**src/rtl/quad_encoder_emulator.sv**
```systemverilog
// Bouncy two-phase quadrature generator driven by clean step commands.
// Define QENC_BOUNCE_EN to enable LFSR-timed contact bounce; otherwise each step is one clean toggle.
module quad_encoder_emulator #(
  parameter int          BOUNCE_COUNT  = 3,
  parameter int          SEG_WIDTH     = 3,
  parameter int          SETTLE_CYCLES = 16,
  parameter logic [15:0] LFSR_SEED     = 16'hACE1
) (
  input  logic       clk,
  input  logic       reset,
  input  logic       step_valid,
  input  logic       step_dir,
  output logic       step_ready,
  output logic       busy,
  output logic       enc_a,
  output logic       enc_b,
  output logic [7:0] position
);

  localparam int SCW = (SETTLE_CYCLES > 1) ? $clog2(SETTLE_CYCLES) : 1;
  localparam logic [SCW-1:0] SETTLE_LOAD = SCW'(SETTLE_CYCLES - 1);

  generate
    if (SETTLE_CYCLES < 1 || SEG_WIDTH < 1 || SEG_WIDTH > 16 ||
        BOUNCE_COUNT < 0 || LFSR_SEED == 16'h0000) begin : g_bad_params
      $error("quad_encoder_emulator: illegal parameter value");
    end
  endgenerate

`ifdef QENC_BOUNCE_EN
  localparam int BLW = (BOUNCE_COUNT > 0) ? $clog2(2 * BOUNCE_COUNT + 1) : 1;
  localparam logic [BLW-1:0] BOUNCE_LOAD = BLW'(2 * BOUNCE_COUNT);

  typedef enum logic [1:0] {IDLE, BOUNCE, SETTLE} state_t;

  logic [15:0]          lfsr_q;
  logic [15:0]          lfsr_d;
  logic [SEG_WIDTH-1:0] seg_cnt_q;
  logic [SEG_WIDTH-1:0] seg_load_d;
  logic [BLW-1:0]       bounce_left_q;
  logic                 tgt_a_q;

  assign lfsr_d     = {lfsr_q[14:0], lfsr_q[15] ^ lfsr_q[13] ^ lfsr_q[12] ^ lfsr_q[10]};
  assign seg_load_d = lfsr_q[SEG_WIDTH-1:0];
`else
  typedef enum logic [1:0] {IDLE, SETTLE} state_t;
`endif

  state_t         state_q;
  logic           enc_a_q;
  logic           enc_b_q;
  logic [7:0]     position_q;
  logic [SCW-1:0] settle_cnt_q;
  logic           tgt_a_d;

  // Gray sequence: line A moves when A^B matches the direction, else line B.
  assign tgt_a_d = enc_a_q ^ enc_b_q ^ step_dir;

  always_ff @(posedge clk or posedge reset) begin
    if (reset) begin
      state_q       <= IDLE;
      enc_a_q       <= 1'b0;
      enc_b_q       <= 1'b0;
      position_q    <= '0;
      settle_cnt_q  <= '0;
`ifdef QENC_BOUNCE_EN
      lfsr_q        <= LFSR_SEED;
      seg_cnt_q     <= '0;
      bounce_left_q <= '0;
      tgt_a_q       <= 1'b0;
`endif
    end else begin
`ifdef QENC_BOUNCE_EN
      lfsr_q <= lfsr_d;
`endif
      case (state_q)
        IDLE: begin
          if (step_valid) begin
            if (tgt_a_d) enc_a_q <= ~enc_a_q;
            else         enc_b_q <= ~enc_b_q;
            position_q <= step_dir ? position_q + 8'd1 : position_q - 8'd1;
`ifdef QENC_BOUNCE_EN
            tgt_a_q       <= tgt_a_d;
            bounce_left_q <= BOUNCE_LOAD;
            seg_cnt_q     <= seg_load_d;
            if (BOUNCE_COUNT > 0) begin
              state_q <= BOUNCE;
            end else begin
              state_q      <= SETTLE;
              settle_cnt_q <= SETTLE_LOAD;
            end
`else
            state_q      <= SETTLE;
            settle_cnt_q <= SETTLE_LOAD;
`endif
          end
        end
`ifdef QENC_BOUNCE_EN
        BOUNCE: begin
          if (seg_cnt_q == '0) begin
            if (tgt_a_q) enc_a_q <= ~enc_a_q;
            else         enc_b_q <= ~enc_b_q;
            bounce_left_q <= bounce_left_q - BLW'(1);
            seg_cnt_q     <= seg_load_d;
            if (bounce_left_q == BLW'(1)) begin
              state_q      <= SETTLE;
              settle_cnt_q <= SETTLE_LOAD;
            end
          end else begin
            seg_cnt_q <= seg_cnt_q - SEG_WIDTH'(1);
          end
        end
`endif
        SETTLE: begin
          if (settle_cnt_q == '0) state_q <= IDLE;
          else                    settle_cnt_q <= settle_cnt_q - SCW'(1);
        end
        default: state_q <= IDLE;
      endcase
    end
  end

  assign step_ready = (state_q == IDLE);
  assign busy       = (state_q != IDLE);
  assign enc_a      = enc_a_q;
  assign enc_b      = enc_b_q;
  assign position   = position_q;

endmodule

```
**config.mk**
```make
export PLATFORM = sky130hd
export DESIGN_NAME = quad_encoder_emulator
export DESIGN_NICKNAME = d
export VERILOG_FILES = /design/src/rtl/quad_encoder_emulator.sv
export SDC_FILE = /design/constraint.sdc
export NUM_CORES = 1
export LEC_CHECK = 0
export BUFFER_PORTS_ARGS = -buffer_cell sky130_fd_sc_hd__buf_2
export CORE_ASPECT_RATIO = 1.75
export CORE_UTILIZATION = 35
export DETAILED_ROUTE_END_ITERATION = 8
export SYNTH_ARGS = -nofsm -noshare
export SYNTH_HDL_FRONTEND = slang
export SYNTH_SLANG_ARGS = --single-unit
```
**constraint.sdc**
```tcl
create_clock -name clk -period 3.6 [get_ports clk]
set_input_delay 0.72 -clock clk [delete_from_list [all_inputs] [get_ports clk]]
set_output_delay 0.72 -clock clk [all_outputs]
set_load 0.05 [all_outputs]
```
==> reports/qor.csv, run 1 <==
stage,metric,value,unit
synth,synth warn,0,
place,Cells after DPL,148,
place,RePlAce Congestion,0.812,
timing,Final period util,65.2,%
cells_and_area,Nets,138,
worst_setup_path,Worst setup EP type,flip-flop,
cts,clk root buf,clkbuf_8,
worst_setup_path,startpoint types,primary input,
drt,vias post-DR,838,
global_route,first-pass GRT wire length,3.73,mm
worst_hold_path,Hold WC Path Type,flip-flop to flip-flop,
synth,Yosys cell types,34,
timing,Clock Skew,0.00218,ns
worst_setup_path,Crit path required time,3.78,ns
synth,Main synth FF type,dfrtp_1,
global_route,vias in the first global route,843,
global_route,initial antenna violation count,0,
flow_run,Max Cap Violations,0,
synth,"FFs w/ async S/R, synth",100,%
timing,worst-margin pin slew,0.878,ns
place,detailed placement HPWL,1.60,mm
global_route,all-layer global routing usage,15.5,%
pwr,pwr dens,1040,nW/um^2
drt,met3 routed WL,52,um
cts,number of buffers created by CTS,3,
global_route,GRT overflow,0,
cts,clk buf depth,2,
worst_hold_path,WHS Path Cells,2,
worst_setup_path,CP arrival,2.53,ns
timing,setup ws final,1.25,ns
timing,Final Max Tran Viols,0,
drt,Initial DRT Pass Iterations,4,
drt,drt drc,0,
cts,# Post-CTS Setup Buffers,0,
pwr,Power Total,1.19,mW
drt,Vias/cell,5.51,
cts,H-Tree Depth,1,
drt,Detail Route Antenna Nets,0,
timing,Final min period,2.35,ns
cells_and_area,n_diodes,0,
cells_and_area,final std cells w/o fill,152,
worst_setup_path,reg-to-reg startpoint,state_q[0]$_DFFE_PP0P_,
drt,starting DRC count in detailed routing,16,
worst_setup_path,R2R Path End,position[7]$_DFFE_PP0P_,
cts,clock latency on the worst-skew pair,0.25,ns
timing,setup_tns,0,ns
synth,most common cell in the netlist,dfrtp_1,
cts,CTS sink cnt,15,
synth,top cell type's share of synthesized area,37.6,%
synth,Syn Nets,121,
global_route,largest net degree at the start of global routing,26,
place,Place WS,0.994,ns
cts,"CTS clk-pin slew, worst paths",0.06,ns
worst_hold_path,WHS Endpoint,position[2]$_DFFE_PP0P_,
timing,fmax,426,MHz
timing,Worst Hold Slack,0.518,ns
synth,Yosys reg bits,15,
synth,top area cells in the synthesized netlist,"dfrtp_1 (38%), ha_1 (8.8%), xnor2_1 (4.4%)",
timing,Fin. Hold Viols,0,
synth,commonest cells in the netlist,"dfrtp_1 (15), nand2_1 (9), inv_1 (8), o21ai_0 (8)",
timing,final setup violating endpoints,0,
floorplanning,Die Wd,42.4,um
pwr,VDD IR-drop max,438,uV
place,Buffers on Ports,15,
timing,max_slew headroom,41.5,%
synth,sequential share of the synthesized area,37.6,%
worst_setup_path,Worst Setup SP,step_dir,
floorplanning,die height,72.6,um
cells_and_area,area grow syn2layout,14.1,%
place,DP Area,1090,um^2
worst_setup_path,r2r worst-path depth,4,
drt,total wire length,2.08,mm
cts,hold_buf cts,0,
cts,CTS resizes,0,
worst_hold_path,hold_sp,position[2]$_DFFE_PP0P_,
cells_and_area,final instance area,1140,um^2
cts,TritonCTS clock tree,built,
drt,highest routed layer,met4,
synth,Mapped Cells,109,
synth,largest area contributor in the netlist,dfrtp_1,
cells_and_area,Final Util,42.3,%
cells_and_area,layout cells sized above 1,17.6,%
drt,WL met2,1.11,mm
worst_setup_path,FF-to-FF setup slack,1.63,ns
floorplanning,row cnt,25,
drt,WL per Instance,13.7,um
synth,"EDFF count, synth",0,
floorplanning,Starting Density,37.1,%
timing,RSZ-0062 raised after global routing,false,
floorplanning,Core Footprint,2690,um^2
outcome,status,completed,
synth,cell area after synthesis,997,um^2
drt,Met1 Wirelength,881,um
pwr,leakage,0.563,nW
floorplanning,Top Ports,16,
synth,Mean Syn Cell Area,9.15,um^2
floorplanning,die area,3080,um^2
worst_setup_path,largest fanout on the critical path,9,
worst_setup_path,kind of critical path,primary input to flip-flop,
-- logic make-up after synthesis --
family / count (synthesis) / synth area share [%]
xor gates and xnor gates: 7 / 6.15
DFF: 15 / 37.6
adders and majority gates: 8 / 10.8
AOI/OAI and AO/OA: 30 / 19.4
and+or+nand+nor: 37 / 20.5
buffers and inverters: 11 / 4.39
muxes: 1 / 1.13
-- power by group --
group | leakage [nW] | switching, mW | internal [mW]
logic | 0.361 | 0.472 | 0.246
registers | 0.180 | 0.0780 | 0.251
clock network | 0.0228 | 0.0624 | 0.0786
total | 0.563 | 0.612 | 0.576
-- state kept, by name, summed over array words and instances (netlist names) --
| name | cells |
|---|---|
| enc_a | 1 |
| state_q | 1 |
| position | 8 |
| enc_b | 1 |
| settle_cnt_q | 4 |
-- final cells by class --
class                   count  area (um^2)
clock buffers               4         45.0
fillers                   292         1550
inverters                   8         30.0
multi-input cells          83          578
flip-flops and latches     15          375
well taps                  27         33.8
repair buffers             15         75.1
-- cells in the final DEF, fill, tap and decap left out, types with 3 or more instances in the layout --
cell type / n
a21oi_1: 6
a31oi_1: 4
buf_2: 15
clkbuf_8: 3
dfrtp_1: 15
ha_1: 7
inv_1: 8
nand2_1: 9
nand2b_1: 3
nor2_1: 7
nor3_1: 4
nor3b_1: 3
o21ai_0: 8
xnor2_1: 5
-- per-layer routing --
layer  track usage [%]  vias up
li1                  -      428
met4              6.25        0
met1              18.0      395
met5                 0        -
met2              27.9       11
met3              2.48        4
-- how the worst max path moves through the flow --
stage,endpoint,cells after the start
final,position[7]$_DFFE_PP0P_,7
after CTS,position[7]$_DFFE_PP0P_,7
after global placement,position[7]$_DFFE_PP0P_,7
after floorplan,position[7]$_DFFE_PP0P_,6
after global routing,position[7]$_DFFE_PP0P_,7
after detailed placement,position[7]$_DFFE_PP0P_,7
-- critical path: stages --
cell and delay, ns:
buf_2 0.14, inv_1 0.27, ha_1 0.34, a211oi_1 0.33, o21ai_0 0.15, or4b_4 0.50
o211ai_2 0.07
Note: power is estimated with default switching activity, not from simulation.
==> inputs of run 2 (changes only) <==
ABC_AREA = 1   (was not set)
clock period = 1.9 ns   (was 3.6 ns; I/O delays follow)
==> run 2 against run 1 <==
Worst hold slack worse by 0.33 ns. Cell count increased by 9.2%. Non-clock buffer count unchanged. Utilization rose by 1.1 points. Via count fell by 0.12%. First-iteration DRC count fell by 19%. Wire length fell by 3.8%. Register-to-register slack lost 1.2 ns.
==> reports/qor.csv, run 2 <==
stage,metric,value,unit,change
outcome,status,completed,,
worst_hold_path,Hold WC Path Type,primary input to asynchronous set/reset pin,,
synth,cell area after synthesis,950,um^2,-4.8%
worst_setup_path,cell mode on critical path,nand3_1,,
drt,Vias/cell,5.04,,-8.5%
cts,# Post-CTS Setup Buffers,0,,unchanged
synth,largest family of logic cells by synthesized area,simple AND/OR/NAND/NOR gates,,
cells_and_area,Nets,153,,+11%
synth,Syn Nets,134,,+11%
worst_setup_path,FF-to-FF setup slack,0.44,ns,-1.19 ns
cts,hold_buf cts,0,,unchanged
cells_and_area,Final Util,43.4,%,+1.1 points
global_route,GRT overflow,0,,unchanged
floorplanning,Die Wd,41.4,um,-2.3%
place,Buffers on Ports,15,,unchanged
worst_setup_path,reg-to-reg startpoint,position[0]$_DFFE_PP0P_,,
drt,highest routed layer,met4,,
worst_setup_path,CP max stage delay,0.31,ns,-0.19 ns
worst_setup_path,startpoint types,primary input,,
drt,met3 routed WL,34,um,-35%
synth,most common cell in the netlist,nand2_1,,
cts,TritonCTS clock tree,built,,
synth,Main synth FF type,dfrtp_1,,
drt,Met1 Wirelength,786,um,-11%
timing,max_slew headroom,59.7,%,+18 points
flow_run,Max Cap Violations,0,,unchanged
worst_setup_path,"Slowest-stage cell, CP",ha_1,,
synth,commonest cells in the netlist,"nand2_1 (40), dfrtp_1 (15), inv_1 (15), nand3_1 (11), ha_1 (7)",,
drt,Detail Route Antenna Nets,0,,unchanged
worst_setup_path,r2r worst-path depth,7,,+3
floorplanning,Core Footprint,2520,um^2,-6.2%
cts,CTS resizes,0,,unchanged
drt,vias post-DR,837,,-0.12%
synth,adder-cell share of the synthesized area,11.3,%,+0.54 points
drt,total wire length,2.00,mm,-3.8%
place,RePlAce Congestion,0.732,,-9.9%
worst_setup_path,largest fanout on the critical path,7,,-2
global_route,first-pass GRT wire length,3.45,mm,-7.4%
synth,post-synthesis xor/xnor area fraction,3.69,%,-2.5 points
cts,clock latency on the worst-skew pair,0.25,ns,about the same
cells_and_area,n_diodes,0,,unchanged
timing,Clock Skew,0.00352,ns,+0.00134 ns
drt,drt drc,0,,unchanged
timing,RSZ-0062 raised after global routing,false,,
synth,Yosys cell types,20,,-41%
floorplanning,Top Ports,16,,unchanged
synth,top cell type's share of synthesized area,39.5,%,+1.9 points
timing,Fin. Hold Viols,0,,unchanged
worst_setup_path,Crit path required time,2.04,ns,-1.74 ns
worst_setup_path,critical-path cell list,"buf_2, inv_1, ha_1, or2_1, nand3b_1, nand3_1, nand3_1, nand2_1",,
place,DP Area,1050,um^2,-3.9%
cells_and_area,"commonest non-fill, non-tap cell in the layout",nand2_1,,
drt,Initial DRT Pass Iterations,2,,-2
worst_setup_path,R2R Path End,position[6]$_DFFE_PP0P_,,
synth,simple-gate share of the synthesized area,28.2,%,+7.7 points
floorplanning,Starting Density,37.6,%,+0.58 points
cts,H-Tree Depth,1,,unchanged
synth,multiplexer share of the synthesized area,0,%,-1.1 points
floorplanning,row cnt,24,,-4.0%
synth,Compound-Gate Fraction of Synth Area,9.75,%,-9.7 points
synth,"FFs w/ async S/R, synth",100,%,unchanged
synth,Mapped Cells,122,,+12%
drt,starting DRC count in detailed routing,13,,-3
worst_setup_path,Worst setup EP type,flip-flop,,
cells_and_area,most frequent cells in the layout,"nand2_1 (40), inv_1 (15), dfrtp_1 (15), buf_2 (15), nand3_1 (11)",,
synth,Yosys reg bits,15,,unchanged
floorplanning,die height,70.9,um,-2.3%
global_route,initial antenna violation count,0,,unchanged
cells_and_area,filler cell count,274,,-6.2%
worst_setup_path,kind of critical path,primary input to flip-flop,,
drt,WL met2,1.15,mm,+3.2%
synth,"EDFF count, synth",0,,unchanged
timing,final setup violating endpoints,0,,unchanged
global_route,all-layer global routing usage,17.1,%,+1.6 points
worst_setup_path,CP arrival,1.69,ns,-0.84 ns
cts,CTS sink cnt,15,,unchanged
synth,largest area contributor in the netlist,dfrtp_1,,
floorplanning,die area,2930,um^2,-4.6%
cts,number of buffers created by CTS,3,,unchanged
place,detailed placement HPWL,1.61,mm,+0.70%
timing,Final min period,1.55,ns,
synth,Mean Syn Cell Area,7.78,um^2,-15%
cts,clk buf depth,2,,unchanged
cts,clk root buf,clkbuf_8,,
drt,WL per Instance,12.0,um,-12%
global_route,largest net degree at the start of global routing,16,,-38%
timing,fmax,644,MHz,
timing,Final Max Tran Viols,0,,unchanged
synth,sequential share of the synthesized area,39.5,%,+1.9 points
cells_and_area,area grow syn2layout,15.3,%,
cells_and_area,final instance area,1090,um^2,-3.7%
synth,synth warn,0,,unchanged
timing,Worst Hold Slack,0.192,ns,-0.326 ns
synth,top area cells in the synthesized netlist,"dfrtp_1 (40%), nand2_1 (16%), ha_1 (9.2%)",,
cells_and_area,max reg flops,8,,unchanged
timing,Final period util,81.7,%,
cts,"CTS clk-pin slew, worst paths",0.06,ns,about the same
timing,setup_tns,0,ns,unchanged
timing,worst-margin pin slew,0.603,ns,-0.275 ns
global_route,vias in the first global route,822,,-2.5%
cells_and_area,layout cells sized above 1,15.7,%,-1.9 points
[run 2: worst max path at each step]
stage	from	endpoint	slack [ns]	depth (start not counted)
2_1_floorplan	position[2]$_DFFE_PP0P_	position[7]$_DFFE_PP0P_	0.28	6
3_3_place_gp	step_dir	position[5]$_DFFE_PP0P_	0.16	8
3_5_place_dp	step_dir	position[5]$_DFFE_PP0P_	0.11	8
4_1_cts	step_dir	position[5]$_DFFE_PP0P_	0.37	8
5_1_grt	step_dir	position[7]$_DFFE_PP0P_	0.24	9
6_report	step_dir	position[5]$_DFFE_PP0P_	0.35	8
[run 2: kinds of logic (layout without fill, tap and decap cells)]
group / after synthesis / in the layout
flip-flops: 15 / 15
AO/OA/AOI/OAI: 15 / 15
adder cells (fa/ha/maj): 8 / 8
XOR/XNOR: 4 / 4
buffers and inverters: 18 / 36
AND/OR/NAND/NOR: 62 / 62
[run 2: layout make-up]
cell class,instances,area [um^2],share of cell area (%)
Clock buffer,4,45.0,4.11
Inverter,17,63.8,5.83
Multi-Input combinational cell,89,503,45.9
Sequential cell,15,375,34.3
Tap cell,26,32.5,2.97
Timing Repair Buffer,15,75.1,6.86
[run 2: metal layers]
layer  GRT usage (%)  vias up
met5               0        -
met4            7.89        0
met3            2.82        4
met2            29.9       10
met1            18.4      400
li1                -      423
[run 2: worst max-delay path: cells and delay by family]
kind / cells / cell delay, ns
fa+ha+maj: 1 / 0.31
simple gates: 5 / 0.64
buf+inv: 2 / 0.37
[run 2: metrics by stage]
| stage | instances | setup slack (ns) |
|---|---|---|
| floorplan | 122 | 0.278 |
| global placement | 162 | 0.156 |
| detailed placement | 162 | 0.113 |
| CTS | 166 | 0.370 |
| global route | 166 | 0.238 |
| finish | 166 | 0.348 |
Power of run 2 is left out: the tool's default activity adds up to more than one toggle a clock period on the data nets, which glitch-free logic cannot reach.
==> inputs of run 3 (changes only) <==
clock period = 1.6 ns   (was 1.9 ns; I/O delays follow)
==> run 3 against run 2 <==
Wire length decreased by 0.35%. Non-clock buffer count increased by 8. First-iteration DRC count increased by 46%. Critical path depth decreased by 1. Via count increased by 1.9%. Register-to-register slack got worse by 0.31 ns. Critical endpoint is now position[6]$_DFFE_PP0P_. Largest cell class unchanged. Highest routed layer unchanged.
==> reports/qor.csv, run 3 (same netlist as run 2, synthesis figures left out) <==
stage,metric,value,unit,change
cells_and_area,n_diodes,0,,unchanged
global_route,vias in the first global route,804,,-2.2%
cells_and_area,"commonest non-fill, non-tap cell in the layout",nand2_1,,
floorplanning,Die Wd,41.4,um,unchanged
timing,Final period util,92.1,%,
cells_and_area,max reg flops,8,,unchanged
timing,Fin. Hold Viols,0,,unchanged
cells_and_area,Final Util,46.0,%,+2.6 points
cts,clock latency on the worst-skew pair,0.25,ns,about the same
floorplanning,Core Footprint,2520,um^2,unchanged
place,RePlAce Congestion,0.738,,+0.81%
cts,clk root buf,clkbuf_8,,
global_route,GRT overflow,0,,unchanged
place,Buffers on Ports,15,,unchanged
drt,drt drc,0,,unchanged
worst_setup_path,largest fanout on the critical path,4,,-3
cells_and_area,Nets,161,,+5.2%
drt,vias post-DR,853,,+1.9%
drt,total wire length,1.99,mm,-0.35%
worst_setup_path,kind of critical path,flip-flop to flip-flop,,
floorplanning,row cnt,24,,unchanged
cts,H-Tree Depth,1,,unchanged
cts,number of buffers created by CTS,3,,unchanged
cts,"CTS clk-pin slew, worst paths",0.07,ns,about the same
global_route,initial antenna violation count,0,,unchanged
cells_and_area,final instance area,1160,um^2,+5.9%
drt,Detail Route Antenna Nets,0,,unchanged
worst_setup_path,startpoint types,flip-flop,,
drt,starting DRC count in detailed routing,19,,+6
cts,hold_buf cts,0,,unchanged
cells_and_area,area grow syn2layout,22.1,%,
cells_and_area,register area,379,um^2,+1.0%
cells_and_area,filler cell count,274,,unchanged
cts,CTS resizes,0,,unchanged
timing,final setup violating endpoints,0,,unchanged
global_route,first-pass GRT wire length,3.36,mm,-2.6%
drt,Initial DRT Pass Iterations,4,,+2
floorplanning,die height,70.9,um,unchanged
timing,Final min period,1.47,ns,
timing,Clock Skew,0.00905,ns,+0.00553 ns
worst_setup_path,CP arrival,1.62,ns,-0.07 ns
floorplanning,Top Ports,16,,unchanged
worst_hold_path,Hold WC Path Type,primary input to asynchronous set/reset pin,,
drt,WL per Instance,11.5,um,-4.9%
floorplanning,die area,2930,um^2,unchanged
global_route,all-layer global routing usage,16.4,%,-0.76 points
flow_run,Max Cap Violations,0,,unchanged
timing,worst-margin pin slew,0.591,ns,-0.0125 ns
cells_and_area,area of the multi-input gates,503,um^2,unchanged
cells_and_area,most frequent cells in the layout,"nand2_1 (40), inv_1 (15), buf_2 (15)",,
drt,Vias/cell,4.90,,-2.8%
place,DP Area,1110,um^2,+5.4%
place,detailed placement HPWL,1.56,mm,-3.5%
worst_setup_path,Crit path required time,1.75,ns,-0.29 ns
global_route,largest net degree at the start of global routing,16,,unchanged
outcome,status,completed,,
timing,RSZ-0062 raised after global routing,false,,
timing,Final Max Tran Viols,0,,unchanged
timing,fmax,678,MHz,
worst_setup_path,Worst setup EP type,flip-flop,,
cts,TritonCTS clock tree,built,,
timing,max_slew headroom,60.6,%,+0.84 points
cts,clk buf depth,2,,unchanged
cts,CTS sink cnt,15,,unchanged
cells_and_area,layout cells sized above 1,23.0,%,+7.3 points
timing,setup_tns,0,ns,unchanged
cts,# Post-CTS Setup Buffers,0,,unchanged
floorplanning,Starting Density,37.6,%,unchanged
[run 3: final cells by class]
class / instances / share of cell area, %
multi-input combinational: 89 / 43.4
sequential: 15 / 32.7
timing repair buffer: 23 / 11.7
inverter: 17 / 5.50
clock buffer: 3 / 3.56
tap: 26 / 2.80
clock inverter: 1 / 0.432
[run 3: layer usage]
metal	vias to the layer above	track usage (%)	part of all wire, %
met5	-	0	0
met1	399	18.5	42
met4	0	6.45	1.8
li1	440	-	-
met3	4	2.82	2.1
met2	10	28.1	54
[run 3: stage by stage]
step,instances,hold WS (ns),setup slack (ns)
5_1_grt,174,0.187,0.00595
6_report,174,0.119,0.126
4_1_cts,173,0.149,0.0857
3_3_place_gp,169,0.416,-0.0656
3_5_place_dp,169,0.421,-0.103
2_1_floorplan,122,0.221,0.0124
[run 3: worst max-delay path, stage by stage (launching register included)]
cell and delay, ns:
dfrtp_2 0.43, fa_1 0.42, nand2_1 0.10, nand2_1 0.09
nand3b_1 0.13, nand3_1 0.08, nand3_1 0.09, nand2_1 0.05
[run 3: final timing paths]
path                                                  start                           to  slack [ns]  depth (start not counted)
worst max-delay path                position[0]$_DFFE_PP0P_      position[6]$_DFFE_PP0P_        0.13                          7
worst min-delay path                                  reset      position[5]$_DFFE_PP0P_        0.12                          2
worst max register to register      position[0]$_DFFE_PP0P_      position[6]$_DFFE_PP0P_        0.13                          7
worst min register to register  settle_cnt_q[3]$_DFFE_PP0P_  settle_cnt_q[3]$_DFFE_PP0P_        0.51                          2
max in group asynchronous                             reset      position[2]$_DFFE_PP0P_        1.05                          2
min in group clk                                 step_valid  settle_cnt_q[3]$_DFFE_PP0P_        0.46                          5
Power of run 3 is left out for the same reason.
